### src/rtl/cache_line_refill.sv
`timescale 1ns/1ps
`default_nettype none
// ============================================================================
//  Module      : cache_line_refill
//  Description : Blocking miss handler for a set-associative cache. Accepts
//                one miss {tag,index,victim} at a time, writes the victim
//                line back word-by-word when dirty, fetches the new line
//                word-by-word over a req/ack memory port, then pulses a
//                one-cycle fill write into the selected way.
//  Ports       : clk/rst                 clock, synchronous active-high reset
//                i_miss_* / i_victim_*   miss request (valid/ready handshake)
//                o_mem_* / i_mem_*       registered req/ack memory port
//                o_fill_*                one-cycle fill write to the cache
//                o_busy                  a miss is in progress
//  Revision    : 1.0  initial release
// ============================================================================
module cache_line_refill #(
    parameter int  LINE_SIZE_BYTES = 64,
    parameter int  DATA_WIDTH      = 32,
    parameter int  TAG_BITS        = 18,
    parameter int  CACHE_LINES     = 256,
    parameter int  WAYS            = 4,
    parameter int  ADDRESS_WIDTH   = 32,
    localparam int INDEX_WIDTH     = $clog2(CACHE_LINES),
    localparam int WAY_W           = $clog2(WAYS),
    localparam int LINE_BITS       = LINE_SIZE_BYTES * 8
) (
    input  logic                     clk,
    input  logic                     rst,
    input  logic                     i_miss_valid,
    output logic                     o_miss_ready,
    input  logic [TAG_BITS-1:0]      i_miss_tag,
    input  logic [INDEX_WIDTH-1:0]   i_miss_index,
    input  logic [WAY_W-1:0]         i_victim_way,
    input  logic                     i_victim_dirty,
    input  logic [TAG_BITS-1:0]      i_victim_tag,
    input  logic [LINE_BITS-1:0]     i_victim_line,
    output logic                     o_mem_req,
    output logic                     o_mem_we,
    output logic [ADDRESS_WIDTH-1:0] o_mem_addr,
    output logic [DATA_WIDTH-1:0]    o_mem_wdata,
    input  logic                     i_mem_ack,
    input  logic [DATA_WIDTH-1:0]    i_mem_rdata,
    output logic                     o_fill_valid,
    output logic [INDEX_WIDTH-1:0]   o_fill_index,
    output logic [WAY_W-1:0]         o_fill_way,
    output logic [TAG_BITS-1:0]      o_fill_tag,
    output logic [LINE_BITS-1:0]     o_fill_line,
    output logic                     o_busy
);

    localparam int WORDS    = LINE_BITS / DATA_WIDTH;
    localparam int WCNT_W   = $clog2(WORDS);
    localparam int LANE_W   = $clog2(DATA_WIDTH / 8);
    localparam int OFFSET_W = $clog2(LINE_SIZE_BYTES);
    localparam logic [WCNT_W-1:0] LAST_WORD = WCNT_W'(WORDS - 1);

    typedef enum logic [1:0] {
        S_IDLE      = 2'd0,
        S_WRITEBACK = 2'd1,
        S_FETCH     = 2'd2,
        S_FILL      = 2'd3
    } state_t;

    state_t                   state_q, state_d;
    logic [WCNT_W-1:0]        wcnt_q, wcnt_d;
    logic [TAG_BITS-1:0]      tag_q, tag_d;
    logic [INDEX_WIDTH-1:0]   index_q, index_d;
    logic [WAY_W-1:0]         way_q, way_d;
    logic [TAG_BITS-1:0]      vtag_q, vtag_d;
    logic [LINE_BITS-1:0]     vline_q, vline_d;
    logic [LINE_BITS-1:0]     buf_q, buf_d;
    logic                     mem_req_q, mem_req_d;
    logic                     mem_we_q, mem_we_d;
    logic [ADDRESS_WIDTH-1:0] mem_addr_q, mem_addr_d;
    logic [DATA_WIDTH-1:0]    mem_wdata_q, mem_wdata_d;
    logic                     fill_valid_q, fill_valid_d;
    logic [OFFSET_W-1:0]      offset_d;

    always_ff @(posedge clk) begin
        if (rst) begin
            state_q      <= S_IDLE;
            wcnt_q       <= '0;
            tag_q        <= '0;
            index_q      <= '0;
            way_q        <= '0;
            vtag_q       <= '0;
            vline_q      <= '0;
            buf_q        <= '0;
            mem_req_q    <= 1'b0;
            mem_we_q     <= 1'b0;
            mem_addr_q   <= '0;
            mem_wdata_q  <= '0;
            fill_valid_q <= 1'b0;
        end else begin
            state_q      <= state_d;
            wcnt_q       <= wcnt_d;
            tag_q        <= tag_d;
            index_q      <= index_d;
            way_q        <= way_d;
            vtag_q       <= vtag_d;
            vline_q      <= vline_d;
            buf_q        <= buf_d;
            mem_req_q    <= mem_req_d;
            mem_we_q     <= mem_we_d;
            mem_addr_q   <= mem_addr_d;
            mem_wdata_q  <= mem_wdata_d;
            fill_valid_q <= fill_valid_d;
        end
    end

    always_comb begin
        state_d = state_q;
        wcnt_d  = wcnt_q;
        tag_d   = tag_q;
        index_d = index_q;
        way_d   = way_q;
        vtag_d  = vtag_q;
        vline_d = vline_q;
        buf_d   = buf_q;

        case (state_q)
            S_IDLE: begin
                // o_miss_ready is high in IDLE, so valid alone completes the handshake.
                if (i_miss_valid) begin
                    tag_d   = i_miss_tag;
                    index_d = i_miss_index;
                    way_d   = i_victim_way;
                    vtag_d  = i_victim_tag;
                    vline_d = i_victim_line;
                    wcnt_d  = '0;
                    state_d = i_victim_dirty ? S_WRITEBACK : S_FETCH;
                end
            end
            S_WRITEBACK: begin
                if (i_mem_ack) begin
                    // Counter wraps to 0 on the last word, ready for the fetch pass.
                    wcnt_d = wcnt_q + WCNT_W'(1);
                    if (wcnt_q == LAST_WORD) begin
                        state_d = S_FETCH;
                    end
                end
            end
            S_FETCH: begin
                if (i_mem_ack) begin
                    buf_d[int'(wcnt_q) * DATA_WIDTH +: DATA_WIDTH] = i_mem_rdata;
                    wcnt_d = wcnt_q + WCNT_W'(1);
                    if (wcnt_q == LAST_WORD) begin
                        state_d = S_FILL;
                    end
                end
            end
            default: begin
                state_d = S_IDLE;
            end
        endcase
    end

    // Memory-port and fill outputs are computed from the next state so they
    // can be registered without adding a cycle of latency; while a word is
    // stalled the inputs to this logic are unchanged, so the port holds.
    always_comb begin
        offset_d     = OFFSET_W'(wcnt_d) << LANE_W;
        mem_req_d    = (state_d == S_WRITEBACK) || (state_d == S_FETCH);
        mem_we_d     = (state_d == S_WRITEBACK);
        mem_addr_d   = '0;
        mem_wdata_d  = '0;
        fill_valid_d = (state_d == S_FILL);
        if (state_d == S_WRITEBACK) begin
            mem_addr_d  = {vtag_d, index_d, offset_d};
            mem_wdata_d = vline_d[int'(wcnt_d) * DATA_WIDTH +: DATA_WIDTH];
        end else if (state_d == S_FETCH) begin
            mem_addr_d  = {tag_d, index_d, offset_d};
        end
    end

    assign o_miss_ready = (state_q == S_IDLE);
    assign o_busy       = (state_q != S_IDLE);
    assign o_mem_req    = mem_req_q;
    assign o_mem_we     = mem_we_q;
    assign o_mem_addr   = mem_addr_q;
    assign o_mem_wdata  = mem_wdata_q;
    assign o_fill_valid = fill_valid_q;
    assign o_fill_index = index_q;
    assign o_fill_way   = way_q;
    assign o_fill_tag   = tag_q;
    assign o_fill_line  = buf_q;

endmodule
`default_nettype wire

### config.mk
export PLATFORM = sky130hd
export DESIGN_NAME = cache_line_refill
export DESIGN_NICKNAME = d
export VERILOG_FILES = /design/src/rtl/cache_line_refill.sv
export SDC_FILE = /design/constraint.sdc
export NUM_CORES = 2
export LEC_CHECK = 0
export ABC_CLOCK_PERIOD_IN_PS = 7500
export CAP_MARGIN = 20
export CORE_AREA = 2 2 465 467
export DETAILED_ROUTE_END_ITERATION = 12
export DIE_AREA = 0 0 467 469
export PLACE_DENSITY_LB_ADDON = 0.25
export SLEW_MARGIN = 20
export SYNTH_ARGS = -nofsm -noshare
export SYNTH_HDL_FRONTEND = slang
export SYNTH_SLANG_ARGS = --single-unit
### constraint.sdc
create_clock -name clk -period 7.5 [get_ports clk]
set_input_delay 2.25 -clock clk [delete_from_list [all_inputs] [get_ports clk]]
set_output_delay 2.25 -clock clk [all_outputs]
set_load 0.1 [all_outputs]
== After elaboration in Yosys (flattened, before gate mapping) ==
Index checks and enable logic that the tools add are counted.

* Register bits after elaboration: 1,143
* Bits of input ports: 595
* Output and inout port bits: 609
* Logic and storage cells: 55

* $add $sub $neg: 2
* Equality and inequality tests: 6
* Shifts and indexed selects: 3
* Mux-type cells: 21
* Bitwise operators: 1
* Reduce and logical (&&, ||, !) cells: 8

{| class="wikitable"
|+ Operator list
! kind !! number
|-
| $mux W512 || 2
|-
| $bwmux W512 || 1
|-
| $shift A32 B33 Y512 const A || 1
|-
| $shiftx A32 B33 Y512 || 1
|-
| $shiftx A512 B10 Y32 || 1
|-
| $mux W18 || 4
|-
| $mux W32 || 2
|-
| $neg A9 Y33 || 1
|-
| $mux W8 || 2
|-
| $mux W2 || 6
|-
| $mux W4 || 2
|-
| $pmux W4 S2 || 1
|-
| $eq A2 B2 Y1 const B || 3
|-
| $pmux W2 S3 || 1
|-
| $reduce_or A2 Y1 || 3
|-
| $add A4 B1 Y4 const B || 1
|-
| $eq A2 B1 Y1 const B || 2
|-
| $eq A4 B4 Y1 const B || 1
|-
| $reduce_and A2 Y1 || 2
|-
| $logic_not A2 Y1 || 1
|-
| $reduce_bool A2 Y1 || 1
|-
| $logic_or A1 B1 Y1 || 1
|-
| $not A1 Y1 || 1
|}

== Depth between registers and ports, before layout ==
* Depth after elaboration: 7
* Depth in mapped cells: 16
* Mapped depth without buffers: 14

== Worst setup path before layout ==
Ideal clock, no wire load.

* Path kind: input-to-reg
* Start point: input port i_miss_valid
* End point: register mem_wdata_q[4], in the netlist o_mem_wdata[4]
* Setup time: 0.064 ns
* Data arrival time: 4.679 ns
* Slack: 2.757 ns
* Stages: 14
* Path buffers: 4
* Cell sequence: and2_0 > clkbuf_1 > clkbuf_1 > nand2_1 > a31o_2 > inv_1 > ha_1 > inv_1 > or4_1 > clkbuf_1 > clkbuf_1 > a31oi_1 > nand4_1 > nand4_1

* Word-level cells in the longest chain between the ends: 5
* Elaborated cells between the ends (all ways): 10

{| class="wikitable"
|+ Ends and longest elaborated chain
! item !! RTL line !! text
|-
| start: declaration || 30 || <nowiki>input logic i_miss_valid,</nowiki>
|-
| $mux W2 || 125 || <nowiki>if (i_miss_valid) begin</nowiki>
|-
| $pmux W2 S3 || 122 || <nowiki>case (state_q)</nowiki>
|-
| via state_d[0] || 65 || <nowiki>state_t state_q, state_d;</nowiki>
|-
| $eq A2 B1 Y1 || n/a ||
|-
| via mem_we_d || 74 || <nowiki>logic mem_we_q, mem_we_d;</nowiki>
|-
| $not A1 Y1 (no line) || n/a ||
|-
| $reduce_or A2 Y1 (no line) || n/a ||
|-
| end signal: assignment || 107 || <nowiki>mem_wdata_q <= mem_wdata_d;</nowiki>
|-
| end: declaration || 76 || <nowiki>logic [DATA_WIDTH-1:0] mem_wdata_q, mem_wdata_d;</nowiki>
|}

The timed path passes the listed nets, and every way through them passes these cells.
A chain may end at the register's enable or synchronous reset.

== Worst setup path in the final report ==
* Start point: input port i_miss_valid
* End point: register mem_wdata_q[9], in the netlist o_mem_wdata[9]

Same word-level chain as after synthesis.

==> results_dict.tcl <==
set metrics [dict create \
    layout_common_cells "nand2_1, clkdlybuf4s50_1, dfxtp_1, a21oi_1, nand3_1" \
    die_w_um 467 \
    ant_nets 0 \
    grt_pass1_vias 47700 \
    port_buffers 1201 \
    p_per_area_nw_per_um2 246 \
    required_ns 8.24 \
    clk_pin_slew_ns 0.06 \
    drive_gt1_share_pct 5.37 \
    drv_cap 0 \
    post_cts_buffers 0 \
    worstPathArrival_ns 6.28 \
    synth.distinct_cells 47 \
    crit_chain "clkdlybuf4s50_1 -> nor2b_1 -> o21ai_0 -> a31o_2 -> inv_1 -> ha_1 -> inv_1 -> or4b_1 -> buf_4 -> a31oi_1 -> nand4_1 -> nand4_1" \
    dp_hpwl_mm 197 \
    post_cts_resized 0 \
    yosys_register_bits 1141 \
    drt-initial-drc-count 5884 \
    rsz0062_at_grt "false" \
    crit_buf_inv 4 \
    synth.largest_area_cell "dfxtp_1" \
    cts.sinks 1141 \
    critical-path-max-stage-delay_ns 0.92 \
    fp-row-count 170 \
    crit_cells 12 \
    setup_viol 0 \
    finClkSkew_ns 0.0432 \
    gp_congestion 0.892 \
    synth-edff-count 0 \
    drc_errors 0 \
    root_buffer "clkbuf_16" \
    endpoint_kind "register" \
    crit_fanout 15 \
    worstHoldStart "o_fill_line[157]" \
    r2r_end "o_mem_wdata[9]" \
    wl_per_cell_um 25.8 \
    r2r-start "state_q[0]" \
    async_flop_share_pct 0 \
    fp.dieH_um 469 \
    final_common_cell "nand2_1" \
    crit_type "input pin to register" \
    routed_wl_mm 275 \
    num_vias 53400 \
    numCtsBuffers 141 \
    avgSynthCellArea_um2 7.01 \
    hp-class "register to register" \
    regToRegSetupSlack_ns 3.29 \
    synthCells 6860 \
    synth_area_leaders "dfxtp_1, nand2_1, a21oi_1, nand3_1, clkbuf_1" \
    syn_area_um2 48100 \
    tightest_slew_ns 1.21 \
    whs_ns 0.446 \
    maxSlewViolCount 0 \
    core_area_um2 214000 \
    setup.worst_path.start "i_miss_valid" \
    die-area_um2 219000 \
    synth_top_area_share_pct 47.5 \
    clk_latency_ns 0.81 \
    ir_drop_v 0.000238 \
    path_delay_family "simple AND/OR/NAND/NOR gates" \
    overflow 0 \
    grt_pass1_wl_mm 376 \
    regArea_um2 22800 \
    cp_slowest_cell "or4b_1" \
    drtPass1Iterations 6 \
    htreeDepth 4 \
    fin_crit_sh_pct 73.8 \
    synth_seq_area_share_pct 47.5 \
    grt_util_all_layers_pct 23.7 \
    slew_headroom_pct 19.2 \
    areaGrowthSynthToFinish_pct 39.3 \
    yosys_warnings 0 \
    fin_tns_setup_ns 0 \
    hold_viol 0 \
    status "completed" \
    ctsLongestPathBuffers 3 \
    num-nets-final 8276 \
    fillers 22900 \
    grt_max_degree 207 \
    holdBufCountCts 0 \
    cp-endpoint "o_mem_wdata[9]" \
    initial_utilization_pct 22.5 \
    cts_tree "built" \
    worst_setup_path_start_kind "input pin" \
    synthFlopType "dfxtp_1" \
    antenna_found_initial 89 \
    io_pins 1204 \
    max_freq_mhz 181 \
    power.leakage_nw 22.8 \
    multi_input_area_um2 22800 \
    rr_worst_depth 14 \
    min_period_ns 5.54 \
    viasPerCell 5.01 \
]
==> routing by layer <==
metal | GRT usage (%) | vias up | wire, um
li1 | - | 24500 | -
met1 | 28.7 | 25700 | 107000
met2 | 39.1 | 2568 | 130000
met3 | 5.18 | 549 | 21600
met4 | 13.2 | 30 | 15900
met5 | 0 | - | 201
==> logic make-up (layout without fill, tap and decap cells) <==
| logic type | Yosys count | after routing | share of synthesized area (%) |
|---|---|---|---|
| adder cells (fa/ha/maj) | 13 | 13 | 0.338 |
| multiplexers | 11 | 11 | 0.229 |
| flip-flops | 1141 | 1141 | 47.5 |
| AND/OR/NAND/NOR | 3786 | 3786 | 33.1 |
| buffers and inverters | 671 | 1581 | 5.41 |
| XOR/XNOR | 1 | 1 | 0.0182 |
| other | 1 | 41 | 0.00779 |
| AO/OA/AOI/OAI | 1236 | 1236 | 13.4 |
==> worst min path at each step <==
stage                             to  slack [ns]  cells after the start
global route        o_fill_line[147]        0.46                      2
floorplan               vline_q[158]        0.43                      2
detailed placement   o_fill_line[18]        0.44                      2
finish              o_fill_line[157]        0.45                      2
CTS                  o_fill_line[13]        0.45                      2
global placement    o_fill_line[407]        0.44                      2
==> power by group <==
group,total [mW],internal (mW),switching [mW]
clock network,6.84,3.91,2.94
logic,3.12,0.892,2.23
registers,6.51,6.36,0.151
==> metrics by stage <==
step	setup slack (ns)	power, mW	cell area, um2	util [%]	instances
floorplan	2.76	8.44	48100	-	6861
global placement	1.10	9.74	62400	29.2	10400
detailed placement	1.13	9.75	62400	29.2	10400
CTS	1.96	16.6	67000	31.3	10600
global route	1.73	17.1	67000	31.3	10600
finish	1.96	16.5	67000	31.4	10600
==> sequential cells by signal, summed over array words and instances, names as in the netlist, 4 cells and up <==
register and cells:
wcnt_q 4, o_mem_wdata 32, vline_q 512, vtag_q 18, o_fill_line 512, o_mem_addr 30, o_fill_index 8, o_fill_tag 18
==> worst register-to-register path, cell delays in order, from the launching register on <==
cell     delay, ns
dfxtp_1       0.36
inv_1         0.10
ha_1          0.15
buf_4         0.20
nor2b_1       0.42
o21ai_0       0.13
a31o_2        0.27
inv_1         0.09
ha_1          0.20
inv_1         0.08
or4b_1        0.92
buf_4         0.37
a31oi_1       0.17
nand4_1       0.43
nand4_1       0.26
==> Yosys cell counts, types with 2 or more instances <==
cell,number
a22o_1,18
a31oi_1,128
mux2i_1,11
a2111oi_0,2
or4b_1,2
a211oi_1,4
nand4_1,189
and2_0,7
buf_2,57
dfxtp_1,1141
and3_1,5
nand3_1,819
buf_1,69
a21oi_1,1071
nor3b_1,3
buf_4,3
ha_1,13
nand2_1,2671
nor4_1,2
inv_1,9
a211o_1,2
nor3_1,16
nor2_1,41
nor4b_4,2
nor2b_1,8
and2_1,12
o21ai_0,3
clkbuf_1,533
==> area by class of cell <==
type	count	area share [%]
tap	2838	5.30
sequential	1141	34.1
clock buffer	212	6.17
antenna	39	0.146
multi-input combinational	5049	34.0
inverter	9	0.0504
timing repair buffer	1326	19.6
clock inverter	34	0.655
(Power assumes the default switching activity.)
